### config.mk
export PLATFORM = sky130hd
export DESIGN_NAME = id_ex_operand_stage
export DESIGN_NICKNAME = d
export VERILOG_FILES = /design/src/rtl/id_ex_operand_stage.sv
export SDC_FILE = /design/constraint.sdc
export NUM_CORES = 1
export LEC_CHECK = 0
export CAP_MARGIN = 20
export CORE_MARGIN = 3
export CORE_UTILIZATION = 40
export CTS_CLUSTER_SIZE = 14
export DETAILED_ROUTE_END_ITERATION = 10
export PLACE_DENSITY = 0.8
export SKIP_LAST_GASP = 1
export SLEW_MARGIN = 40
export SYNTH_ARGS = -nofsm -noshare
export SYNTH_HDL_FRONTEND = slang
export SYNTH_SLANG_ARGS = --single-unit
### constraint.sdc
create_clock -name clk -period 1.88 [get_ports clk]
set_input_delay 0.564 -clock clk [delete_from_list [all_inputs] [get_ports clk]]
set_output_delay 0.564 -clock clk [all_outputs]
set_load 0.005 [all_outputs]
### src/rtl/id_ex_operand_stage.sv
// ID->EX operand stage: RV32I immediate decode, alusrc/mem_write
// derivation and a one-entry valid/ready register slice.
module id_ex_operand_stage #(
    parameter int XLEN = 32
) (
    input  logic            clk,
    input  logic            rst_n,
    input  logic            in_valid,
    output logic            in_ready,
    input  logic [31:0]     instr,
    input  logic [XLEN-1:0] pc,
    input  logic [XLEN-1:0] reg_data1,
    input  logic [XLEN-1:0] reg_data2,
    input  logic            flush,
    output logic            out_valid,
    input  logic            out_ready,
    output logic [XLEN-1:0] out_imm,
    output logic [XLEN-1:0] out_reg_data1,
    output logic [XLEN-1:0] out_reg_data2,
    output logic [XLEN-1:0] out_pc,
    output logic            out_alusrc,
    output logic            out_mem_write,
    output logic            out_illegal
);

    localparam logic [6:0] OP_IMM = 7'b0010011;
    localparam logic [6:0] LOAD   = 7'b0000011;
    localparam logic [6:0] JALR   = 7'b1100111;
    localparam logic [6:0] STORE  = 7'b0100011;
    localparam logic [6:0] BRANCH = 7'b1100011;
    localparam logic [6:0] LUI    = 7'b0110111;
    localparam logic [6:0] AUIPC  = 7'b0010111;
    localparam logic [6:0] JAL    = 7'b1101111;
    localparam logic [6:0] OP     = 7'b0110011;

    logic [6:0]      opcode;
    logic            is_i;
    logic            is_s;
    logic            is_b;
    logic            is_u;
    logic            is_j;
    logic            is_r;
    logic            sgn;
    logic [XLEN-1:0] imm_d;
    logic            alusrc_d;
    logic            mem_write_d;
    logic            illegal_d;
    logic            load;

    assign opcode = instr[6:0];
    assign sgn    = instr[31];

    assign is_i = (opcode == OP_IMM) || (opcode == LOAD) || (opcode == JALR);
    assign is_s = (opcode == STORE);
    assign is_b = (opcode == BRANCH);
    assign is_u = (opcode == LUI) || (opcode == AUIPC);
    assign is_j = (opcode == JAL);
    assign is_r = (opcode == OP);

    always_comb begin
        imm_d       = '0;
        alusrc_d    = 1'b0;
        mem_write_d = 1'b0;
        illegal_d   = 1'b0;
        unique case (1'b1)
            is_i: begin
                imm_d    = {{20{sgn}}, instr[31:20]};
                alusrc_d = 1'b1;
            end
            is_s: begin
                imm_d       = {{20{sgn}}, instr[31:25], instr[11:7]};
                alusrc_d    = 1'b1;
                mem_write_d = 1'b1;
            end
            is_b: begin
                imm_d = {{19{sgn}}, instr[31], instr[7],
                         instr[30:25], instr[11:8], 1'b0};
            end
            is_u: begin
                imm_d    = {instr[31:12], 12'b0};
                alusrc_d = 1'b1;
            end
            is_j: begin
                imm_d = {{11{sgn}}, instr[31], instr[19:12],
                         instr[20], instr[30:21], 1'b0};
            end
            is_r: begin
                imm_d = '0;
            end
            default: begin
                illegal_d = 1'b1;
            end
        endcase
    end

    assign in_ready = !out_valid || out_ready;
    assign load     = in_valid && in_ready && !flush;

    always_ff @(posedge clk or negedge rst_n) begin
        if (!rst_n) begin
            out_valid <= 1'b0;
        end else if (flush) begin
            out_valid <= 1'b0;
        end else if (load) begin
            out_valid <= 1'b1;
        end else if (out_ready) begin
            out_valid <= 1'b0;
        end
    end

    // Payload only moves on load, so it holds through stalls and flushes.
    always_ff @(posedge clk or negedge rst_n) begin
        if (!rst_n) begin
            out_imm       <= '0;
            out_reg_data1 <= '0;
            out_reg_data2 <= '0;
            out_pc        <= '0;
            out_alusrc    <= 1'b0;
            out_mem_write <= 1'b0;
            out_illegal   <= 1'b0;
        end else if (load) begin
            out_imm       <= imm_d;
            out_reg_data1 <= reg_data1;
            out_reg_data2 <= reg_data2;
            out_pc        <= pc;
            out_alusrc    <= alusrc_d;
            out_mem_write <= mem_write_d;
            out_illegal   <= illegal_d;
        end
    end

endmodule

# Word level (Yosys, flattened, before mapping)

Index checks and enable logic that the tools add are counted.

Register bits: 132
Input bits: 133
Word-level logic and storage cells: 35

Equal/unequal tests: 9
Muxes and demuxes: 7
Reductions and logical operators: 11

Operators with widths:

| kind                                                                  | count |
|---|---|
| 32-bit case mux with 5 select lines                                   | 1 |
| 7-bit by 6-bit equality test with 1-bit output, second input constant | 3 |
| 7-bit equality test, second input constant                            | 3 |
| 7-bit by 5-bit equality test with 1-bit output, second input constant | 2 |
| 7-bit by 2-bit equality test with 1-bit output, second input constant | 1 |
| 1-bit 2-to-1 mux                                                      | 6 |
| 6-bit OR reduction                                                    | 1 |
| 1-bit logical OR                                                      | 4 |
| 3-bit nonzero test                                                    | 1 |
| 3-bit OR reduction                                                    | 1 |
| 1-bit logical AND                                                     | 2 |
| 1-bit logical NOT                                                     | 2 |

# Longest topological paths before layout

Depth in word-level cells: 6
Depth in mapped cells: 8
Mapped depth without buffers: 5

# Worst setup path before layout

Ideal clock, no wire load.

Kind: in2reg
Start point: in instr[6]
End point: reg out_imm[24]
Library setup time: 124 ps
Arrival: 1549 ps
Required time: 1756 ps
Path slack: 207 ps
Stages: 6
Cell sequence: buf_2 -> inv_1 -> and4_4 -> clkbuf_1 -> and3_1 -> a211o_1

Longest elaborated chain between the ends: 4
Elaborated cells on any way between the ends: 12

RTL lines:

| element                                                                                                          | line | RTL |
|---|---|---|
| from (decl)                                                                                                      | 10   | `input logic [31:0] instr,` |
| 7-bit by 5-bit equality test with 1-bit output or 7-bit by 2-bit equality test with 1-bit output (tied branches) | 53   | `assign is_i = (opcode == OP_IMM) \|\| (opcode == LOAD) \|\| (opcode == JALR);` |
| 1-bit logical OR (2 in a row)                                                                                    | 53   |  |
| 32-bit case mux with 5 select lines *                                                                            | 65   | `unique case (1'b1)` |
| to (signal assigned)                                                                                             | 122  | `out_imm <= imm_d;` |
| to (decl)                                                                                                        | 17   | `output logic [XLEN-1:0] out_imm,` |

Every way passes the cells marked *; elsewhere a longest branch is shown, timed or not.
A chain may end at the register's enable or synchronous reset.

# Worst setup path after layout

Start point: in out_ready
End point: reg out_imm[18]

Longest elaborated chain between the ends: 3

RTL lines:

| element                        | line | RTL |
|---|---|---|
| from (decl)                    | 16   | `input logic out_ready,` |
| 1-bit logical OR               | 96   | `assign in_ready = !out_valid \|\| out_ready;` |
| 1-bit logical AND (2 in a row) | 97   | `assign load = in_valid && in_ready && !flush;` |

No other way between the ends.

==> impl_metrics.py <==
metrics = {
    "grt": {
        "grt_first_pass_wirelength_um": 25700,
        "antenna_found_initial": 0,
        "grt_remaining_overflow": 0,
        "track_usage": 0.224,
        "grt_pass1_vias": 5223,
        "grt_max_degree": 40,
    },
    "sta": {
        "fin_ws_ns": 0.0236,
        "relSlewSlack": 0.737,
        "period_share": 0.987,
        "rsz0062_at_grt": "true",
        "tns_ns": 0,
        "final_hold_viol_count": 0,
        "setup_violations": 0,
        "worst_slew_pin_slew_ns": 0.394,
        "max_freq_mhz": 539,
        "skew_ns": 0.00441,
        "slew_violations": 0,
        "fin_crit_ns": 1.86,
    },
    "place": {
        "dp_worst_setup_slack_ns": -0.391,
        "portBuffers": 265,
        "post-dp-hpwl_um": 12800,
        "gp_congestion": 0.828,
    },
    "die": {
        "io_pins": 266,
        "die_area_mm2": 0.0148,
        "fp-row-count": 41,
        "start_util": 0.416,
        "die_h_um": 122,
        "die_w_um": 122,
        "coreArea_mm2": 0.0129,
    },
    "clock_network": {
        "numCtsBuffers": 17,
        "clkTransAtPathRegs_ns": 0.05,
        "clk_path_buf_depth": 2,
        "clk_latency_ns": 0.41,
        "tritoncts": "yes",
        "cts_max_level": 4,
        "root_buffer": "clkbuf_16",
        "clock-sinks": 132,
    },
    "critical_path": {
        "worstPathMaxFanout": 13,
        "r2r_cells": 8,
        "reg2reg_to": "out_imm[18]$_DFFE_PN0P_",
        "regToRegStartpoint": "out_valid$_DFFE_PN0P_",
        "path_class": "in2reg",
        "cp-start-kind": "input pin",
        "end_kind": "flop",
        "critical_path_arrival_ns": 2.16,
        "r2r_slack_ns": 0.18,
        "required_ns": 2.18,
    },
    "cells_and_area": {
        "nets": 1012,
        "area_delta_synth_final_pct": 74.1,
        "area.sequential_mm2": 0.00330,
        "antenna_cells": 0,
        "final_common_cell": "nand2_1",
        "fin_util": 0.724,
        "multiInputGateArea_mm2": 0.00193,
        "final_cell_mix": "309 x nand2_1, 194 x clkdlybuf4s50_1, 132 x dfrtp_1",
        "fillers": 895,
        "post_route_cells_drive_above_1_share": 0.105,
    },
    "synth": {
        "synth-simple-area-share": 0.281,
        "synth_seq_area_share": 0.617,
        "synthTopCellsByArea": "dfrtp_1 62%, nand2_1 22%, a211o_1 2.0%",
        "synthAdderAreaFrac": 0,
        "synthCells": 580,
        "synth_ff_type": "dfrtp_1",
        "synth_area_leader_cell": "dfrtp_1",
        "syn_area_mm2": 0.00535,
        "yosysWarnings": 0,
        "synthMuxAreaShare": 0.00281,
        "syn_nets": 713,
        "synth-seq-cells": 132,
        "avgSynthCellArea_um2": 9.23,
        "synth_compound_area_frac": 0.0680,
        "synth.top_cell.area_share": 0.617,
        "synthXorXnorAreaFrac": 0,
        "async_flop_share": 1.00,
        "yosysUniqueCellTypes": 36,
        "synth_top_family_by_area": "simple AND/OR/NAND/NOR gates",
        "synth_edf_count": 0,
    },
    "power_and_ir_drop": {
        "leakagePower_nw": 5.17,
        "max-vdd-ir-drop_mv": 0.549,
        "power_density_mw_per_mm2": 909,
    },
    "detailed_routing": {
        "num_vias": 5159,
        "routed_wirelength_um": 16800,
        "routed_via_density": 4.86,
        "wl_per_cell_um": 15.9,
        "drc": 0,
        "drtIter0Drc": 248,
        "ant_nets": 0,
        "firstDrtPassIters": 5,
    },
    "flow_run": {
        "timing.max_cap.violations": 0,
    },
    "status": {
        "status": "finished, final reports clean",
    },
    "min_path": {
        "hold_class": "in2async",
    },
}
==> per-layer routing <==
layer  global-route usage  wire length [um]  vias up
met1                0.252              6390     2441
met5                    0                 0        -
li1                     -                 -     2452
met2                0.379              8400      242
met3               0.0942              1730       24
met4               0.0875               324        0
==> power breakdown <==
group,switching (mW),internal [mW]
Clock,1.10,2.24
Combinational,0.667,1.06
Sequential,0.200,3.20
Total,1.97,6.50
==> worst max path at each step <==
stage | start | to | slack, ns | cells past startpoint
after floorplan | instr[6] | out_imm[24]$_DFFE_PN0P_ | 0.21 | 6
after global placement | out_ready | in_ready | -0.32 | 4
after detailed placement | instr[5] | out_imm[17]$_DFFE_PN0P_ | -0.39 | 5
after CTS | out_ready | in_ready | -0.07 | 4
after global routing | out_imm[19]$_DFFE_PN0P_ | out_imm[19] | -0.02 | 1
final | out_ready | out_imm[18]$_DFFE_PN0P_ | 0.02 | 9
==> per-stage QoR <==
| stage | cells | instance area (um^2) | power [mW] | hold slack [ns] |
|---|---|---|---|---|
| detailed placement | 1025 | 8530 | 5.22 | 0.461 |
| CTS | 1054 | 9100 | 8.58 | 0.0591 |
| global route | 1061 | 9320 | 8.85 | 0.0679 |
| floorplan | 580 | 5350 | 3.89 | 0.268 |
| global placement | 1025 | 8530 | 5.16 | 0.457 |
| finish | 1061 | 9320 | 8.47 | 0.0626 |
==> cell type report <==
cell class	instances	area share
clock buffers	25	0.0542
clock inverters	4	0.0102
inverters	2	0.000805
multi-input cells	414	0.207
flip-flops and latches	132	0.354
well taps	172	0.0231
repair buffers	312	0.351
==> state kept, by name, summed over array words and instances (netlist names) <==
name	flops
out_imm	32
out_pc	32
out_reg_data1	32
out_reg_data2	32
out_alusrc	1
out_illegal	1
out_mem_write	1
out_valid	1
==> synth_stat cells, types with 2 or more instances <==
master and count:
a211o_1 12, a211oi_1 8, a21oi_1 3, a221oi_1 4, a31oi_1 3, and3_1 11, buf_2 12, buf_4 2
buf_6 2, clkbuf_1 16, dfrtp_1 132, nand2_1 309, nand2b_1 2, nand3_1 9, nor2_1 23, o21ai_0 4
o21ai_1 9
==> worst max-delay path, stage by stage <==
cell             delay [ns]
clkdlybuf4s50_1        0.47
nor2b_2                0.05
buf_4                  0.12
buf_4                  0.13
nor3b_4                0.22
buf_12                 0.15
buf_12                 0.14
nor2_1                 0.05
a211oi_1               0.25
==> kinds of logic after synthesis <==
group / count (synthesis)
buffers and inverters: 34
flip-flops: 132
AND/OR/NAND/NOR: 364
AO/OA/AOI/OAI: 49
multiplexers: 1
==> repair_timing <==
action,in CTS,in global routing
gates resized for setup,26,52
setup endpoints to repair,24,55
gates cloned,0,1
hold buffers,0,0
buffers inserted,0,6
pin swaps,0,1
Note: power is estimated with default switching activity, not from simulation.
